===== src/rtl/down_counter_nbits.sv =====
// Loadable down counter with one-shot / auto-reload modes, a registered
// terminal-count pulse and a sticky expiry flag for one-shot completion.
module down_counter_nbits #(
  parameter int nBits = 16
) (
  input  logic             clk,
  input  logic             rst,
  input  logic             clr,
  input  logic             load,
  input  logic [nBits-1:0] loadValue,
  input  logic             en,
  input  logic             autoReload,
  output logic [nBits-1:0] counter,
  output logic             busy,
  output logic             tc,
  output logic             expired
);

  typedef enum logic {
    IDLE = 1'b0,
    RUN  = 1'b1
  } state_e;

  localparam logic [nBits-1:0] ONE = nBits'(1);

  state_e           state_q, state_d;
  logic [nBits-1:0] count_q, count_d;
  logic [nBits-1:0] reload_q, reload_d;
  logic             tc_q, tc_d;
  logic             expired_q, expired_d;

  always_ff @(posedge clk or negedge rst) begin
    if (!rst) begin
      state_q   <= IDLE;
      count_q   <= '0;
      reload_q  <= '0;
      tc_q      <= 1'b0;
      expired_q <= 1'b0;
    end else begin
      state_q   <= state_d;
      count_q   <= count_d;
      reload_q  <= reload_d;
      tc_q      <= tc_d;
      expired_q <= expired_d;
    end
  end

  // Priority clr > load > count; tc is a pulse so it defaults low every cycle.
  always_comb begin
    state_d   = state_q;
    count_d   = count_q;
    reload_d  = reload_q;
    tc_d      = 1'b0;
    expired_d = expired_q;
    if (clr) begin
      state_d   = IDLE;
      count_d   = '0;
      expired_d = 1'b0;
    end else if (load) begin
      count_d   = loadValue;
      reload_d  = loadValue;
      expired_d = 1'b0;
      state_d   = (loadValue != '0) ? RUN : IDLE;
    end else if (state_q == RUN && en) begin
      // RUN never holds zero, so <= 1 only catches the terminal step.
      if (count_q <= ONE) begin
        tc_d = 1'b1;
        if (autoReload) begin
          count_d = reload_q;
        end else begin
          count_d   = '0;
          state_d   = IDLE;
          expired_d = 1'b1;
        end
      end else begin
        count_d = count_q - ONE;
      end
    end
  end

  assign counter = count_q;
  assign busy    = (state_q == RUN);
  assign tc      = tc_q;
  assign expired = expired_q;

endmodule

===== config.mk =====
export PLATFORM = sky130hd
export DESIGN_NAME = down_counter_nbits
export DESIGN_NICKNAME = d
export VERILOG_FILES = /design/src/rtl/down_counter_nbits.sv
export SDC_FILE = /design/constraint.sdc
export NUM_CORES = 1
export LEC_CHECK = 0
export BUFFER_PORTS_ARGS = -buffer_cell sky130_fd_sc_hd__buf_2
export CORE_MARGIN = 8
export CORE_UTILIZATION = 59
export CTS_BUF_LIST = sky130_fd_sc_hd__clkbuf_16
export DETAILED_ROUTE_END_ITERATION = 16
export PLACE_DENSITY = 0.95
export SYNTH_ARGS = -nofsm -noshare
export SYNTH_HDL_FRONTEND = slang
export SYNTH_SLANG_ARGS = --single-unit

===== constraint.sdc =====
create_clock -name clk -period 4.7 [get_ports clk]
set_clock_uncertainty 0.2 [all_clocks]
set_input_delay 1.175 -clock clk [delete_from_list [all_inputs] [get_ports clk]]
set_output_delay 1.175 -clock clk [all_outputs]
set_load 0.01 [all_outputs]

==> run_results.csv, run 1 <==
group,metric,value,unit
worst_setup_path,cp_max_fo,8,
clock_network,postCtsSetupRepairBufs,0,
global_routing,track_usage,23.1,%
floorplan,fp.dieW,75.2,µm
place,dp_cells,316,
finish,layout.area.seq,876,µm²
finish,final_nets,301,
finish,nFillCells,244,
drt,firstDrtPassIters,5,
worst_setup_path,cp.required,4.71,ns
clock_network,hold_buffers,0,
floorplan,die_area,5660,µm²
finish,final_cell_count_no_fill,324,
clock_network,cts-htree-levels,2,
power_and_ir_drop,ir_worst_vdd,0.000309,V
floorplan,io_pins,41,
outcome,status,"completed",
floorplan,die_y,75.2,µm
synth,synth_cells,243,
clock_network,clockBufferDepth,2,
worst_hold_path,hold_depth,2,
sta,min_period,2.72,ns
synth,yosysWarningCount,0,
sta,setup_viol,0,
global_routing,grt_pass1_wl,9.83,mm
finish,final_cell_mix,"nand2_1, buf_2, dfrtp_1",
global_routing,grt_pass1_vias,2019,
worst_setup_path,rrSetupSlack,2.18,ns
synth,synth_seq_cells,35,
global_routing,grt_max_degree,36,
sta,slew_violations,0,
drt,num_vias,2162,
finish,final_cell_area,2460,µm²
drt,drt-wirelength-per-cell,18.9,µm
clock_network,clockRootBuffer,"clkbuf_16",
clock_network,cts.sinks,35,
worst_setup_path,cp-start-kind,"input port",
drt,drtIter0Drc,256,
power_and_ir_drop,power_density,398,nW/µm²
finish,syn_to_final_growth,18.7,%
sta,finalHoldViolCount,0,
worst_setup_path,path_class,"input port to register",
clock_network,cts_tree,"done",
worst_hold_path,whs_endpoint,"reload_q[8]",
finish,mostFrequentLayoutCell,"nand2_1",
job,maxCapViolCount,0,
sta,worst_pin_slew,1.02,ns
synth,netlist_area,2070,µm²
worst_setup_path,r2r_start,"counter[0]",
synth,synthArstFlopShare,100,%
floorplan,coreArea,3360,µm²
clock_network,numCtsBuffers,5,
clock_network,insertion_delay,0.28,ns
synth,synth_cell_types,47,
worst_hold_path,min-delay-start,"reload_q[8]",
global_routing,antenna_found_initial,0,
clock_network,clk_pin_slew,0.06,ns
worst_setup_path,reg2reg_depth,7,
drt,vias_per_cell,6.67,
drt,finalWirelength,6.12,mm
finish,postLayoutCoreUtil,73.1,%
finish,n_antenna_cell,0,
power_and_ir_drop,power_leakage,1.16,nW
worst_setup_path,r2r_end,"counter[6]",
clock_network,cts_resized,0,
sta,hold_slack,0.271,ns
synth,synth_edf_count,0,
synth,ys_seq_area_share,42.3,%
finish,multi_input_area,1100,µm²
floorplan,start_util,61.6,%
worst_hold_path,hold_path_class,"register to register",
synth,synth_ff_type,"dfrtp_1",
drt,ant_nets,0,
sta,max_freq,368,MHz
place,dpl_cell_area,2260,µm²
sta,setup_tns,0,ns
finish,final_layout_size_suffix_gt1_share,21.6,%
worst_setup_path,worstPathArrival,2.72,ns
synth,syn_nets,267,
global_routing,grt_overflow,0,
place,gp_congestion,0.938,
place,io_buffers,40,
floorplan,rows,21,
drt,drc,0,
sta,maxSlewHeadroom,31.8,%
sta,fin_crit_sh,57.9,%
sta,rsz0062_at_grt,"no",
synth,syn_area_per_cell,8.52,µm²
place,dp_hpwl,4.02,mm
worst_setup_path,endpoint_kind,"register",
## flip-flops by register name, indices dropped and copies added, names as in the netlist
signal	cells
tc	1
reload_q	16
expired	1
busy	1
counter	16
## synth_stat cells (all sizes together) (6+ instances only)
| cell type | instances | share of area [%] |
|---|---|---|
| nand2 | 61 | 11 |
| clkbuf | 10 | 1.8 |
| nor2 | 15 | 2.7 |
| o21ai | 17 | 4.3 |
| a21oi | 11 | 2.7 |
| dfrtp | 35 | 42 |
| xor2 | 6 | 2.5 |
| nor3 | 11 | 4.0 |
| a22oi | 6 | 2.2 |
| nor4 | 6 | 2.5 |
| a31oi | 9 | 2.7 |
| nand3 | 7 | 1.7 |
| inv | 6 | 1.1 |
## critical path, cell delays in order
cell and delay (ns):
buf_2 0.12, and2_1 0.23, nor3_1 0.80, a22o_1 0.24
a41oi_1 0.05, o21ai_0 0.11
## report_power, final
group | switching (W) | internal [W]
clock network | 0.000126 | 0.000304
logic | 0.000114 | 0.0000703
registers | 0.0000341 | 0.000330
total | 0.000274 | 0.000704
## cell type report
class	count	area share (%)
clock inverter	3	2.75
inverter	6	0.916
clock buffer	5	5.09
multi-input combinational	188	44.8
timing repair buffer	41	8.45
tap	46	2.34
sequential	35	35.6
## kinds of logic after synthesis
| logic type | count (synthesis) | synth area share (%) |
|---|---|---|
| adders and majority gates | 2 | 1.21 |
| and+or+nand+nor | 115 | 27.6 |
| DFF | 35 | 42.3 |
| AOI/OAI and AO/OA | 62 | 20.5 |
| xor gates and xnor gates | 8 | 3.38 |
| muxes | 1 | 0.544 |
| buffers and inverters | 20 | 4.53 |
## stage by stage
stage	setup WS [ns]	total power [W]
6_report	1.98	0.000978
5_1_grt	1.83	0.00101
4_1_cts	2.02	0.000975
3_5_place_dp	1.79	0.000543
3_3_place_gp	1.91	0.000536
2_1_floorplan	2.19	0.000485
## how the worst max path moves through the flow
stage	to	start	slack [ns]
after floorplan	counter[15]	en	2.19
after global placement	counter[15]	en	1.91
after detailed placement	counter[15]	en	1.79
after CTS	counter[15]	en	2.02
after global routing	counter[15]	en	1.83
final	counter[15]	en	1.98
## routing by layer
layer | track usage [%] | vias to the layer above | routed length [µm]
met5 | 0 | - | 0
met1 | 26.8 | 1004 | 2220
met2 | 38.7 | 184 | 2990
met4 | 8.74 | 0 | 159
met3 | 7.32 | 22 | 753
li1 | - | 952 | -
Note: power is estimated with default switching activity, not from simulation.
==> inputs of run 2 (changes only) <==
--- a/config.mk
+++ b/config.mk
@@ -5,12 +5,13 @@
 export SDC_FILE = /design/constraint.sdc
 export NUM_CORES = 1
 export LEC_CHECK = 0
+export ABC_AREA = 1
 export BUFFER_PORTS_ARGS = -buffer_cell sky130_fd_sc_hd__buf_2
 export CORE_MARGIN = 8
-export CORE_UTILIZATION = 59
+export CORE_UTILIZATION = 51
 export CTS_BUF_LIST = sky130_fd_sc_hd__clkbuf_16
 export DETAILED_ROUTE_END_ITERATION = 16
-export PLACE_DENSITY = 0.95
+export PLACE_DENSITY = 0.87
 export SYNTH_ARGS = -nofsm -noshare
 export SYNTH_HDL_FRONTEND = slang
 export SYNTH_SLANG_ARGS = --single-unit
==> constraint.sdc (replaced) <==
create_clock -name clk -period 2.48 [get_ports clk]
set_clock_uncertainty 0.2 [all_clocks]
set_input_delay 0.62 -clock clk [delete_from_list [all_inputs] [get_ports clk]]
set_output_delay 0.62 -clock clk [all_outputs]
set_load 0.01 [all_outputs]
==> run 2 against run 1 <==
- register-to-register slack worse by 1.7 ns
- via count rose by 9.9%
- cell count up 37%
- clock-buffer cell count stayed put
- sequential cell count is the same
- first-iteration DRC count is 18% lower
- hold slack got worse by 0.053 ns
- critical path type is now register to register
- critical endpoint is now counter[4]
==> run_results.csv, run 2 <==
group,metric,value,unit
power_and_ir_drop,power_density,634,nW/µm²
synth,synth_edf_count,0,
finish,nFillCells,396,
sta,max_freq,489,MHz
floorplan,rows,24,
synth,yosys.area.top_type_share,37.7,%
outcome,status,"completed",
synth,synth_top_cell_by_area,"dfrtp_1",
drt,num_vias,2375,
global_routing,grt_max_degree,36,
power_and_ir_drop,power_leakage,1.44,nW
synth,ys_top_cells_by_count,"nand2_1, inv_1, nand3_1",
global_routing,grt_pass1_wl,10.4,mm
global_routing,use_met3,4.00,%
worst_setup_path,endpoint_kind,"register",
power_and_ir_drop,seqPwrFrac,41.8,%
power_and_ir_drop,ir_worst_vdd,0.000502,V
floorplan,fp.dieW,83.5,µm
finish,final_cell_mix,"nand2_1, inv_1, nand3_1",
floorplan,start_util,53.0,%
global_routing,top_usage_layer,"met2",
finish,syn_to_final_growth,15.8,%
global_routing,grtUsageMet1,22.8,%
sta,slew_violations,0,
synth,netlist_area,2320,µm²
synth,yosysWarningCount,0,
clock_network,insertion_delay,0.28,ns
synth,synth_seq_cells,35,
job,maxCapViolCount,0,
clock_network,clockRootBuffer,"clkbuf_16",
sta,min_period,2.05,ns
power_and_ir_drop,total_power,0.00171,W
finish,mostFrequentLayoutCell,"nand2_1",
drt,drtIter0Drc,211,
synth,ys_seq_area_share,37.7,%
power_and_ir_drop,pwr-share-clk,33.3,%
global_routing,grt_pass1_vias,2254,
worst_setup_path,worstPathArrival,2.05,ns
synth,synthArstFlopShare,100,%
place,gp_congestion,0.864,
worst_setup_path,cp.required,2.49,ns
clock_network,hold_buffers,0,
sta,finalHoldViolCount,0,
sta,setup_viol,0,
sta,fin_crit_sh,82.5,%
drt,ant_nets,0,
finish,n_antenna_cell,0,
worst_setup_path,reg2reg_depth,8,
synth,synth_cell_types,23,
clock_network,postCtsSetupRepairBufs,0,
sta,maxSlewHeadroom,48.0,%
sta,worst_pin_slew,0.780,ns
floorplan,die_y,83.5,µm
global_routing,antenna_found_initial,0,
finish,multi_input_area,1170,µm²
worst_setup_path,cp-start-kind,"register",
power_and_ir_drop,swShare,32.8,%
synth,synth_cells,354,
synth,synth_ff_type,"dfrtp_1",
worst_setup_path,r2r_end,"counter[4]",
finish,final_nets,416,
floorplan,die_area,6970,µm²
drt,vias_per_cell,5.36,
synth,synth_area_leaders,"dfrtp_1, nand2_1, inv_1",
synth,synth_most_common_cell,"nand2_1",
sta,setup_tns,0,ns
synth,syn_area_per_cell,6.56,µm²
global_routing,grt_overflow,0,
finish,final_layout_size_suffix_gt1_share,15.9,%
finish,postLayoutCoreUtil,61.4,%
clock_network,clk_pin_slew,0.05,ns
place,dp_hpwl,4.48,mm
drt,finalWirelength,5.88,mm
worst_setup_path,r2r_start,"counter[0]",
clock_network,cts.sinks,35,
clock_network,numCtsBuffers,5,
clock_network,clockBufferDepth,2,
drt,drt-wirelength-per-cell,13.3,µm
global_routing,track_usage,17.7,%
drt,drc,0,
power_and_ir_drop,p_switching,0.000559,W
floorplan,coreArea,4380,µm²
worst_hold_path,hold_path_class,"input port to asynchronous set/reset pin",
drt,firstDrtPassIters,5,
worst_setup_path,path_class,"register to register",
worst_setup_path,rrSetupSlack,0.43,ns
power_and_ir_drop,intPower,0.00115,W
global_routing,grt_util_met2,26.2,%
power_and_ir_drop,pwr-share-comb,24.9,%
finish,layout.area.seq,876,µm²
clock_network,cts_resized,0,
place,io_buffers,40,
clock_network,cts_tree,"done",
sta,rsz0062_at_grt,"no",
clock_network,cts-htree-levels,2,
synth,syn_nets,378,
floorplan,io_pins,41,
worst_setup_path,cp_max_fo,13,
run 2: changes by cell type in the layout (fill, tap and decap cells not counted), sizes merged, moves of 10 or more:
| cell | before | now |
|---|---|---|
| o21ai | 17 | 32 |
| nand2 | 61 | 99 |
| nor2 | 15 | 46 |
| nor3 | 11 | 1 |
| nand3 | 7 | 43 |
| inv | 6 | 57 |
run 2: area by class of cell:
type | instances | area share, %
Multi-Input combinational cell | 250 | 43.4
Timing Repair Buffer | 44 | 9.02
Sequential cell | 35 | 32.5
Clock inverter | 1 | 0.139
Clock buffer | 5 | 4.65
Inverter | 56 | 7.81
Tap cell | 52 | 2.42
run 2: power by group through the flow:
stage	logic [W]	clock network, W	registers [W]
after global placement	0.000411	0	0.000715
after floorplan	0.000274	0	0.000719
after CTS	0.000426	0.000578	0.000711
final	0.000425	0.000568	0.000713
after global routing	0.000487	0.000602	0.000725
after detailed placement	0.000423	0	0.000720
run 2: through the flow:
stage | cell area (µm²) | worst slack [ns] | hold WS [ns] | cells
6_report | 2690 | 0.434 | 0.218 | 443
5_1_grt | 2690 | 0.269 | 0.283 | 443
4_1_cts | 2690 | 0.459 | 0.247 | 443
3_5_place_dp | 2560 | 0.477 | 0.260 | 437
3_3_place_gp | 2560 | 0.553 | 0.258 | 437
2_1_floorplan | 2320 | 0.644 | 0.124 | 354
run 2: how the worst max path moves through the flow:
stage	from	end	slack (ns)	depth (start not counted)
after floorplan	counter[0]	counter[4]	0.64	8
after global placement	counter[0]	counter[4]	0.55	8
after detailed placement	counter[0]	counter[15]	0.48	10
after CTS	counter[0]	counter[15]	0.46	10
after global routing	counter[0]	counter[7]	0.27	8
final	counter[0]	counter[4]	0.43	8
run 2: per-layer routing:
metal / vias to the layer above / share of wire, %
li1: 1189 / -
met1: 1067 / 45
met2: 106 / 46
met3: 13 / 6.8
met4: 0 / 2.8
met5: - / 0
run 2: worst max-delay path: stages (launching register included):
cell and delay [ns]:
dfrtp_1 0.46, inv_1 0.11, ha_1 0.22, nor2_1 0.05, nor2_1 0.19, nand3_2 0.30, o21ai_0 0.21, nand3_1 0.10
a21oi_1 0.13
run 2: cell families (layout without fill, tap and decap cells):
logic type / Yosys count / after routing / synth area share [%]
adders and majority gates: 2 / 2 / 1.08
DFF: 35 / 35 / 37.7
and+or+nand+nor: 197 / 197 / 37.9
buffers and inverters: 69 / 106 / 12.0
AOI/OAI and AO/OA: 49 / 49 / 10.6
xor gates and xnor gates: 2 / 2 / 0.754
==> inputs of run 3 (changes only) <==
==> constraint.sdc (replaced) <==
create_clock -name clk -period 1.6 [get_ports clk]
set_clock_uncertainty 0.2 [all_clocks]
set_input_delay 0.4 -clock clk [delete_from_list [all_inputs] [get_ports clk]]
set_output_delay 0.4 -clock clk [all_outputs]
set_load 0.01 [all_outputs]
==> run 3 against run 2 <==
- the run now ends with setup timing left
- power rose by 87%
- global-route usage rose by 2.9 points
- highest routed layer unchanged
- sequential power rose by 53%
- utilization rose by 16 points
- hold slack got worse by 0.047 ns
- largest power group is now combinational cells
- combinational power rose to 2.7 times the previous value
- clock-buffer cell count did not move
- register-to-register slack got worse by 0.68 ns
- critical path depth rose by 1
- cell count rose by 11%
- wire length rose by 48%
- die area did not move
==> run_results.csv, run 3 (synthesis gave the netlist of run 2 again) <==
group,metric,value,unit
place,io_buffers,40,
floorplan,die_area,6970,µm²
sta,slew_violations,0,
worst_hold_path,hold_path_class,"input port to register",
place,place_ws,-0.173,ns
global_routing,track_usage,20.6,%
floorplan,start_util,53.0,%
sta,max_freq,543,MHz
clock_network,clockBufferDepth,2,
global_routing,grt_pass1_wl,12.1,mm
sta,worst_pin_slew,0.430,ns
sta,maxSlewHeadroom,71.3,%
place,gp_congestion,0.959,
drt,finalWirelength,8.68,mm
sta,setup_ws,-0.243,ns
place,dpl_cell_area,2910,µm²
clock_network,numCtsBuffers,5,
clock_network,clockRootBuffer,"clkbuf_16",
floorplan,coreArea,4380,µm²
drt,drt-wirelength-per-cell,17.7,µm
finish,final_nets,462,
sta,fin_crit_sh,115,%
clock_network,cts-htree-levels,2,
outcome,status,"finished, violations left",
finish,final_layout_size_suffix_gt1_share,38.0,%
global_routing,grt_max_degree,43,
drt,vias_per_cell,5.83,
worst_setup_path,cp-start-kind,"register",
worst_setup_path,cp_max_fo,3,
drt,firstDrtPassIters,5,
clock_network,cts.sinks,35,
finish,n_antenna_cell,0,
outcome,violations,"setup timing",
worst_setup_path,path_class,"register to register",
power_and_ir_drop,power_density,932,nW/µm²
power_and_ir_drop,power_leakage,1.73,nW
drt,num_vias,2861,
finish,nFillCells,252,
sta,setup_viol,22,
sta,hold_slack,0.171,ns
global_routing,grt_overflow,0,
worst_setup_path,worstPathArrival,1.82,ns
finish,syn_to_final_growth,46.9,%
clock_network,insertion_delay,0.28,ns
worst_setup_path,endpoint_kind,"register",
sta,min_period,1.84,ns
place,dp_hpwl,5.27,mm
power_and_ir_drop,ir_worst_vdd,0.000699,V
floorplan,io_pins,41,
finish,final_cell_mix,"nand2_1, inv_1, buf_2",
drt,ant_nets,0,
sta,rsz0062_at_grt,"yes",
finish,postLayoutCoreUtil,77.9,%
finish,final_cell_area,3410,µm²
clock_network,clk_pin_slew,0.06,ns
drt,drc,0,
clock_network,cts_tree,"done",
global_routing,antenna_found_initial,0,
finish,mostFrequentLayoutCell,"nand2_1",
floorplan,die_y,83.5,µm
worst_setup_path,cp.required,1.57,ns
job,maxCapViolCount,0,
drt,drtIter0Drc,366,
floorplan,rows,24,
floorplan,fp.dieW,83.5,µm
global_routing,grt_pass1_vias,2595,
sta,finalHoldViolCount,0,
## run 3: final timing paths
check,to,slack [ns],start,depth (start not counted)
max in group asynchronous,reload_q[14],0.28,rst,3
worst max register to register,counter[12],-0.24,counter[6],9
worst min register to register,reload_q[12],0.27,reload_q[12],2
worst min-delay path,reload_q[12],0.17,loadValue[12],3
worst max-delay path,counter[12],-0.24,counter[6],9
min in group asynchronous,reload_q[2],0.38,rst,2
## run 3: cell type report
class	count	area, µm²	share of cell area (%)
flip-flops and latches	35	883	25.9
repair buffers	89	666	19.5
clock inverters	3	11.3	0.330
well taps	52	65.1	1.91
multi-input cells	251	1450	42.6
inverters	56	210	6.16
clock buffers	5	125	3.67
## run 3: metal layers
metal,GRT usage (%),share of wire [%],vias up
li1,-,-,1290
met1,24.7,39,1329
met2,34.0,47,190
met3,4.49,8.2,52
met4,9.58,5.2,0
met5,0,0,-
## run 3: stage by stage
stage / cells / power, W / TNS [ns]
3_3_place_gp: 476 / 0.00196 / -0.927
6_report: 491 / 0.00318 / -2.76
4_1_cts: 487 / 0.00296 / -0.712
5_1_grt: 491 / 0.00330 / -3.77
3_5_place_dp: 476 / 0.00199 / -1.81
2_1_floorplan: 354 / 0.00156 / 0
## run 3: power breakdown
| part | switching, W | internal, W |
|---|---|---|
| Clock | 0.000364 | 0.000560 |
| Sequential | 0.000100 | 0.000993 |
| Combinational | 0.000668 | 0.000497 |
## run 3: what timing repair did
action | in CTS | in global routing
resized for setup | 23 | 54
hold endpoints to repair | 16 | 0
hold buffers | 1 | 0
buffers inserted | 1 | 3
setup endpoints to repair | 17 | 26
cloned | 1 | 1
pin swaps | 5 | 8
## run 3: worst max-delay path: stages (launching register included)
cell and delay [ns]:
dfrtp_1 0.43, nor2_2 0.18, nand2_2 0.10, buf_4 0.16, nor2_1 0.17, nand2_1 0.09, nand2_1 0.13, nand3_2 0.12
nand2_1 0.10, a21oi_2 0.05
